**src/rtl/fifo_sync_ram.sv**
```systemverilog
// fifo_sync_ram: single-clock FIFO backed by a register RAM with a registered read port.
//
// Optional feature: define FIFO_SYNC_RAM_ERR_EN to build sticky overflow/underflow flags.
// Without it, overflow_o/underflow_o are tied to 0 and err_clr_i is ignored.
//
// Ports:
//   clk_i           clock, rising edge
//   rst_ni          synchronous reset, active-low
//   flush_i         synchronous empty (pointers/count cleared, RAM and rdata_o kept)
//   wr_en_i/wdata_i push request and data
//   rd_en_i         pop request
//   rdata_o         popped data, valid one cycle after an accepted pop
//   rvalid_o        rdata_o was updated by the previous cycle's pop
//   full_o, empty_o, almost_full_o, almost_empty_o  status derived from count_o
//   count_o         current occupancy
//   err_clr_i       clears the sticky error flags
//   overflow_o      sticky: a push was rejected
//   underflow_o     sticky: a pop was rejected
module fifo_sync_ram #(
    parameter int unsigned WIDTH      = 32,
    parameter int unsigned FIFO_DEPTH = 8,
    parameter int unsigned AF_LEVEL   = FIFO_DEPTH - 1,
    parameter int unsigned AE_LEVEL   = 1,
    localparam int unsigned A_WIDTH   = $clog2(FIFO_DEPTH),
    localparam int unsigned C_WIDTH   = $clog2(FIFO_DEPTH + 1)
) (
    input  logic               clk_i,
    input  logic               rst_ni,
    input  logic               flush_i,
    input  logic               wr_en_i,
    input  logic [WIDTH-1:0]   wdata_i,
    input  logic               rd_en_i,
    output logic [WIDTH-1:0]   rdata_o,
    output logic               rvalid_o,
    output logic               full_o,
    output logic               empty_o,
    output logic               almost_full_o,
    output logic               almost_empty_o,
    output logic [C_WIDTH-1:0] count_o,
    input  logic               err_clr_i,
    output logic               overflow_o,
    output logic               underflow_o
);

    localparam logic [A_WIDTH-1:0] PTR_LAST = A_WIDTH'(FIFO_DEPTH - 1);
    localparam logic [C_WIDTH-1:0] CNT_FULL = C_WIDTH'(FIFO_DEPTH);
    localparam logic [C_WIDTH-1:0] CNT_AF   = C_WIDTH'(AF_LEVEL);
    localparam logic [C_WIDTH-1:0] CNT_AE   = C_WIDTH'(AE_LEVEL);

    logic [WIDTH-1:0]   mem_q [FIFO_DEPTH];
    logic [A_WIDTH-1:0] wptr_q, wptr_d;
    logic [A_WIDTH-1:0] rptr_q, rptr_d;
    logic [C_WIDTH-1:0] count_q, count_d;
    logic [WIDTH-1:0]   rdata_q, rdata_d;
    logic               rvalid_q, rvalid_d;

    logic full_c, empty_c;
    logic push_ok_c, pop_ok_c;

    // Status flags decode the registered occupancy.
    assign full_c         = (count_q == CNT_FULL);
    assign empty_c        = (count_q == '0);
    assign full_o         = full_c;
    assign empty_o        = empty_c;
    assign almost_full_o  = (count_q >= CNT_AF);
    assign almost_empty_o = (count_q <= CNT_AE);
    assign count_o        = count_q;
    assign rdata_o        = rdata_q;
    assign rvalid_o       = rvalid_q;

    // A full FIFO still takes a push when a pop frees a slot in the same cycle;
    // an empty FIFO never forwards write data straight to the read port.
    assign pop_ok_c  = rd_en_i && !empty_c;
    assign push_ok_c = wr_en_i && (!full_c || pop_ok_c);

    // Next-state for pointers, count and read port.
    always_comb begin
        wptr_d   = wptr_q;
        rptr_d   = rptr_q;
        count_d  = count_q;
        rdata_d  = rdata_q;
        rvalid_d = 1'b0;
        if (flush_i) begin
            wptr_d  = '0;
            rptr_d  = '0;
            count_d = '0;
        end else begin
            if (push_ok_c) begin
                wptr_d = (wptr_q == PTR_LAST) ? '0 : wptr_q + A_WIDTH'(1);
            end
            if (pop_ok_c) begin
                rptr_d   = (rptr_q == PTR_LAST) ? '0 : rptr_q + A_WIDTH'(1);
                rdata_d  = mem_q[rptr_q];
                rvalid_d = 1'b1;
            end
            if (push_ok_c && !pop_ok_c) begin
                count_d = count_q + C_WIDTH'(1);
            end else if (pop_ok_c && !push_ok_c) begin
                count_d = count_q - C_WIDTH'(1);
            end
        end
    end

    // Control state register.
    always_ff @(posedge clk_i) begin
        if (!rst_ni) begin
            wptr_q   <= '0;
            rptr_q   <= '0;
            count_q  <= '0;
            rdata_q  <= '0;
            rvalid_q <= 1'b0;
        end else begin
            wptr_q   <= wptr_d;
            rptr_q   <= rptr_d;
            count_q  <= count_d;
            rdata_q  <= rdata_d;
            rvalid_q <= rvalid_d;
        end
    end

    // Storage array; contents are not reset and survive flush.
    always_ff @(posedge clk_i) begin
        if (rst_ni && !flush_i && push_ok_c) begin
            mem_q[wptr_q] <= wdata_i;
        end
    end

`ifdef FIFO_SYNC_RAM_ERR_EN
    logic overflow_q, overflow_d;
    logic underflow_q, underflow_d;

    // Sticky error flags: a same-cycle set beats the clear; flush leaves them alone.
    always_comb begin
        overflow_d  = overflow_q;
        underflow_d = underflow_q;
        if (err_clr_i) begin
            overflow_d  = 1'b0;
            underflow_d = 1'b0;
        end
        if (!flush_i && wr_en_i && !push_ok_c) begin
            overflow_d = 1'b1;
        end
        if (!flush_i && rd_en_i && !pop_ok_c) begin
            underflow_d = 1'b1;
        end
    end

    always_ff @(posedge clk_i) begin
        if (!rst_ni) begin
            overflow_q  <= 1'b0;
            underflow_q <= 1'b0;
        end else begin
            overflow_q  <= overflow_d;
            underflow_q <= underflow_d;
        end
    end

    assign overflow_o  = overflow_q;
    assign underflow_o = underflow_q;
`else
    logic unused_err_clr;
    assign unused_err_clr = err_clr_i;
    assign overflow_o     = 1'b0;
    assign underflow_o    = 1'b0;
`endif

endmodule

```
**config.mk**
```make
export PLATFORM = sky130hd
export DESIGN_NAME = fifo_sync_ram
export DESIGN_NICKNAME = d
export VERILOG_FILES = /design/src/rtl/fifo_sync_ram.sv
export SDC_FILE = /design/constraint.sdc
export NUM_CORES = 1
export LEC_CHECK = 0
export CORE_MARGIN = 4
export CORE_UTILIZATION = 50
export DETAILED_ROUTE_END_ITERATION = 10
export GPL_ROUTABILITY_DRIVEN = 0
export PLACE_DENSITY = 0.7
export SETUP_SLACK_MARGIN = 0.1
export SYNTH_ARGS = -nofsm -noshare
export SYNTH_HDL_FRONTEND = slang
export SYNTH_SLANG_ARGS = --single-unit
```
**constraint.sdc**
```tcl
create_clock -name clk_i -period 5.3 [get_ports clk_i]
set_input_delay 0.795 -clock clk_i [delete_from_list [all_inputs] [get_ports clk_i]]
set_output_delay 0.795 -clock clk_i [all_outputs]
set_load 0.005 [all_outputs]
```
Word-level counts from Yosys, hierarchy flattened
Memory sizes are Yosys's and may differ from the RTL's. A register that Yosys moved wholly into a read port is not among the register bits.
Cells that the tools add are included.
{ "word_totals": {"ff_bits": 11, "latch_bits": 0, "ram_bits": 256, "mem_bits_ro": 0, "word_cells": 40, "n_memories": 1} }
{ "memory_table": {"columns": ["memory", "words", "word_bits", "rd", "rd_clocked_by_memory_dff", "wr", "line_no", "text"], "rows": [
  ["mem_q", 8, 32, 1, 1, 1, "50", "logic [WIDTH-1:0] mem_q [FIFO_DEPTH];"]
]} }
{ "op_classes": {"n_addsub": 4, "n_mul": 0, "n_div": 0, "n_lt_le_gt_ge": 2, "eq_ne": 3, "n_shift": 0, "n_mux": 7, "n_bitwise": 2, "n_reduce_logical": 17} }
{ "ops": {"columns": ["operator", "count"], "rows": [
  ["4-bit 2-to-1 mux", 2],
  ["3-bit by 1-bit adder with 3-bit output, second input constant", 2],
  ["3-bit equality test, second input constant", 2],
  ["1-bit logical AND", 6],
  ["1-bit logical NOT", 6],
  ["3-bit 2-to-1 mux", 2],
  ["4-bit by 1-bit adder with 4-bit output, second input constant", 1],
  ["4-bit equality test, second input constant", 1],
  ["4-bit by 3-bit >= comparator with 1-bit output, second input constant", 1],
  ["4-bit by 1-bit less-or-equal comparator with 1-bit output, second input constant", 1],
  ["4-bit logical NOT", 1],
  ["4-bit by 1-bit subtractor with 4-bit output, second input constant", 1],
  ["1-bit 2-to-1 mux", 3],
  ["1-bit inverter", 2],
  ["2-bit AND reduction", 1],
  ["2-bit nonzero test", 1],
  ["2-bit OR reduction", 1],
  ["1-bit logical OR", 1]
]} }

Logic depth before layout (Yosys ltp)
{ "depth": {"ltp_word": 9, "depth_mapped": 10, "mapped_depth_nobuf": 10} }

Worst setup path after synthesis
Ideal clock, no wire load.
{ "synth_path": {"path_kind": "input -> register", "from": "input port flush_i", "to": "memory mem_q[0][0] (enable)", "setup_time_ps": 461, "arrival_ps": 3544, "slack_ps": 1295, "cell_stages": 3, "n_path_buf": 0, "cell_sequence": "nand2b_1 -> or3_1 -> nor3_1"} }
{ "synth_between": {"elab_chain_cells": 5} }
{ "synth_rtl": {"columns": ["item", "line_no", "text"], "rows": [
  ["start: declaration", "29", "input logic flush_i,"],
  ["1-bit logical NOT", "123", "if (rst_ni && !flush_i && push_ok_c) begin"],
  ["1-bit logical AND (2 in a row)", "123", null],
  ["1-bit 2-to-1 mux", "123", null],
  ["1-bit 2-to-1 mux (not written as such)", "124", "mem_q[wptr_q] <= wdata_i;"],
  ["end: declaration", "50", null]
]} }
Every way passes these cells.

Final worst setup path
{ "layout_path": {"from": "input port rst_ni", "to": "memory mem_q[2][11] (enable)"} }
{ "layout_between": {"elab_chain_cells": 4} }
{ "layout_rtl": {"columns": ["item", "line_no", "text"], "rows": [
  ["start: declaration", "28", "input logic rst_ni,"],
  ["1-bit logical AND (2 in a row)", "123", null],
  ["1-bit 2-to-1 mux", "123", null],
  ["1-bit 2-to-1 mux (not written as such)", "124", null]
]} }
Every way passes these cells.

==> metrics.md <==
| Metric | Value |
|---|---|
| CP arrival | `3.59 ns` |
| Area Overhead vs Synth | `17.7%` |
| Netlist cell types | `33` |
| # H-tree levels | `1` |
| Crit-path slowest cell | `clkdlybuf4s50_1` |
| Met2 Use GR | `0.312` |
| Max cap viols | `0` |
| CTS tree | `yes` |
| Post-CTS setup buffer count | `0` |
| Final nets | `759` |
| Final Power | `4.91 mW` |
| Seq/Total Area, Yosys | `0.758` |
| Area of the multi-input gates | `0.00254 mm²` |
| Routed WL | `21800 µm` |
| Cells after Synth | `631` |
| Worst Skew | `0.00684 ns` |
| Fmax achieved | `0.296 GHz` |
| Initial antenna violation count | `0` |
| Number of CTS-inserted buffers | `30` |
| GR Util All Layers | `0.177` |
| Top Usage Layer GRT | `met2` |
| Slew Limit Headroom | `0.188` |
| Number of fill cells | `1587` |
| DRT Pass-1 Iters | `4` |
| Insertion delay to the later sink of the worst-skew pair | `0.54 ns` |
| Slew Limit Fails | `0` |
| Worst Setup Slack, final | `1.92 ns` |
| Clock Root Buffer | `clkbuf_16` |
| Leak | `4.15 nW` |
| Vias in the first global route | `6145` |
| CP startpoint kind | `input port` |
| Hold crit path type | `reg2reg` |
| Most frequent cells after synthesis | `edfxtp_1 (256), a21oi_1 (71), mux2i_1 (65)` |
| Top-count cell post-synth | `edfxtp_1` |
| # rows | `54` |
| Initial DRC count | `442` |
| FF/Latch Area | `0.00855 mm²` |
| Setup Viol. Count Final | `0` |
| Pwr dens | `370 mW/mm²` |
| Die H | `158 µm` |
| Syn_area_per_cell | `17.9 µm²` |
| Worst-path clk slew | `0.06 ns` |
| Endpoints failing hold | `0` |
| RSZ-0062 raised after global routing | `false` |
| Placed Area | `0.0123 mm²` |
| Post-synth EDFFs | `256` |
| Worst-margin pin slew | `1.22 ns` |
| Register share of total power | `0.532` |
| Crit path time final | `3.38 ns` |
| Routed length per instance | `21.4 µm` |
| Resized Gates After CTS | `0` |
| Post-route design area | `0.0133 mm²` |
| GR Layer Usage met1 | `0.232` |
| Total negative slack | `0 ns` |
| Top_reg_cell synth | `edfxtp_1` |
| Critical path class | `in2reg` |
| Remaining Overflow, GRT | `0` |
| Remaining DRCs | `0` |
| Die width | `158 µm` |
| I/O Pins | `81` |
| Synth top area cells | `edfxtp_1 (68%), dfxtp_1 (7.6%), mux4_2 (6.6%)` |
| Synthesis warning total | `0` |
| CTS Hold Buffers Added | `0` |
| Antenna-violating nets left | `0` |
| Antenna fix cells | `0` |
| Yosys reg bits | `299` |
| Area of the core | `0.0220 mm²` |
| Post-synth top area share | `0.682` |
| Post-layout util | `0.603` |
| Worst Path Max Fanout | `17` |
| Net switching power figure | `0.990 mW` |
| Initial core utilization | `0.512` |
| Clock buffer depth | `3` |
| VDD IR max | `252 µV` |
| Critical Path RT | `5.52 ns` |
| Met3 usage | `0.0317` |
| FFs w/ async S/R, synth | `0` |
| Synth area leader | `edfxtp_1` |
| Syn Std Cell Area | `0.0113 mm²` |
| Global-route wire length before repair | `34000 µm` |
| Share of layout cells above drive strength 1 | `0.137` |
| CP max stage delay | `0.89 ns` |
| Clock power share | `0.409` |
| Buffers added on ports | `77` |
| Period utilisation layout | `0.638` |
| Gate power share | `0.059` |
| Pre-CTS WS | `1.32 ns` |
| Largest net degree at the start of global routing | `74` |
| Crit-path cells | `clkdlybuf4s50_1 > nand2b_1 > or3_1 > nor2_4 > buf_4` |
| HPWL Detailed | `12700 µm` |
| CP Capture Type | `flop` |
| Switching part of the total power | `0.201` |
| Pint | `3.92 mW` |
| Vias per cell | `5.77` |
| CTS Sinks | `299` |
| Via count | `5873` |
| Die ar. | `0.0250 mm²` |
| Outcome | `finished, final reports clean` |
-- flip-flops by register name, summed over array words and instances (netlist names) --
register  cells
mem_q       256
rptr_q        3
wptr_q        3
rvalid_o      1
count_o       4
rdata_o      32
-- routing by layer --
| layer | share of wire | wire (µm) |
|---|---|---|
| met3 | 0.055 | 1200 |
| met5 | 0 | 0 |
| met4 | 0.018 | 388 |
| met2 | 0.52 | 11300 |
| met1 | 0.41 | 8930 |
-- cells by family (layout without fill, tap and decap cells) --
group,Yosys count,count (layout),synth area share
adder cells (fa/ha/maj),8,8,0.00888
multiplexers,98,98,0.124
AND/OR/NAND/NOR,41,41,0.0202
other,1,2,0.000333
AO/OA/AOI/OAI,137,137,0.0646
XOR/XNOR,3,3,0.00233
buffers and inverters,44,149,0.0221
flip-flops,299,299,0.758
-- power groups by stage --
| stage | combinational (mW) | sequential [mW] | clock, mW |
|---|---|---|---|
| after CTS | 0.292 | 2.61 | 2.05 |
| final | 0.288 | 2.61 | 2.01 |
| after global placement | 0.282 | 2.66 | 0 |
| after floorplan | 0.144 | 2.66 | 0 |
| after detailed placement | 0.291 | 2.66 | 0 |
| after global routing | 0.318 | 2.62 | 2.15 |
-- area by class of cell --
type	count	area share
inverter	4	0.00113
timing repair buffer	89	0.0648
sequential	299	0.644
tap	280	0.0264
multi-input combinational	289	0.192
clock buffer	41	0.0628
clock inverter	15	0.00886
-- path summary, 6_finish.rpt --
path                                               from                     end  slack [ns]  cells after the start
worst max-delay path                             rst_ni  mem_q[2][11]$_DFFE_PP_        1.92                      5
worst min-delay path             wptr_q[2]$_SDFFE_PP0N_  wptr_q[2]$_SDFFE_PP0N_        0.52                      2
worst max register to register  count_o[0]$_SDFFE_PP0P_   mem_q[7][1]$_DFFE_PP_        2.30                      7
worst min register to register   wptr_q[2]$_SDFFE_PP0N_  wptr_q[2]$_SDFFE_PP0N_        0.52                      2
-- placed cells by master (no fill, tap or decap), drive strengths merged, types with 2 or more instances in the layout --
cell,instances
nand2b,5
nand2,7
edfxtp,256
o22ai,31
or3,4
clkinv,12
a21oi,71
clkbuf,41
buf,12
dfxtp,43
ha,8
mux4,33
clkdlybuf4s50,77
nand3b,2
xor2,2
o21ai,34
bufinv,2
inv,4
nor3,3
nor2,12
mux2i,65
conb,2
nor3b,2
-- stage by stage --
stage,instances,hold WS (ns)
after CTS,1017,0.516
final,1017,0.518
after global placement,961,0.479
after detailed placement,961,0.505
after floorplan,632,0.462
after global routing,1017,0.535
-- worst max-delay path: cells and delay by family --
kind	cells	cell delay, ns
buffers and inverters	2	1.28
AND/OR/NAND/NOR	3	1.48
(Power assumes the default switching activity.)
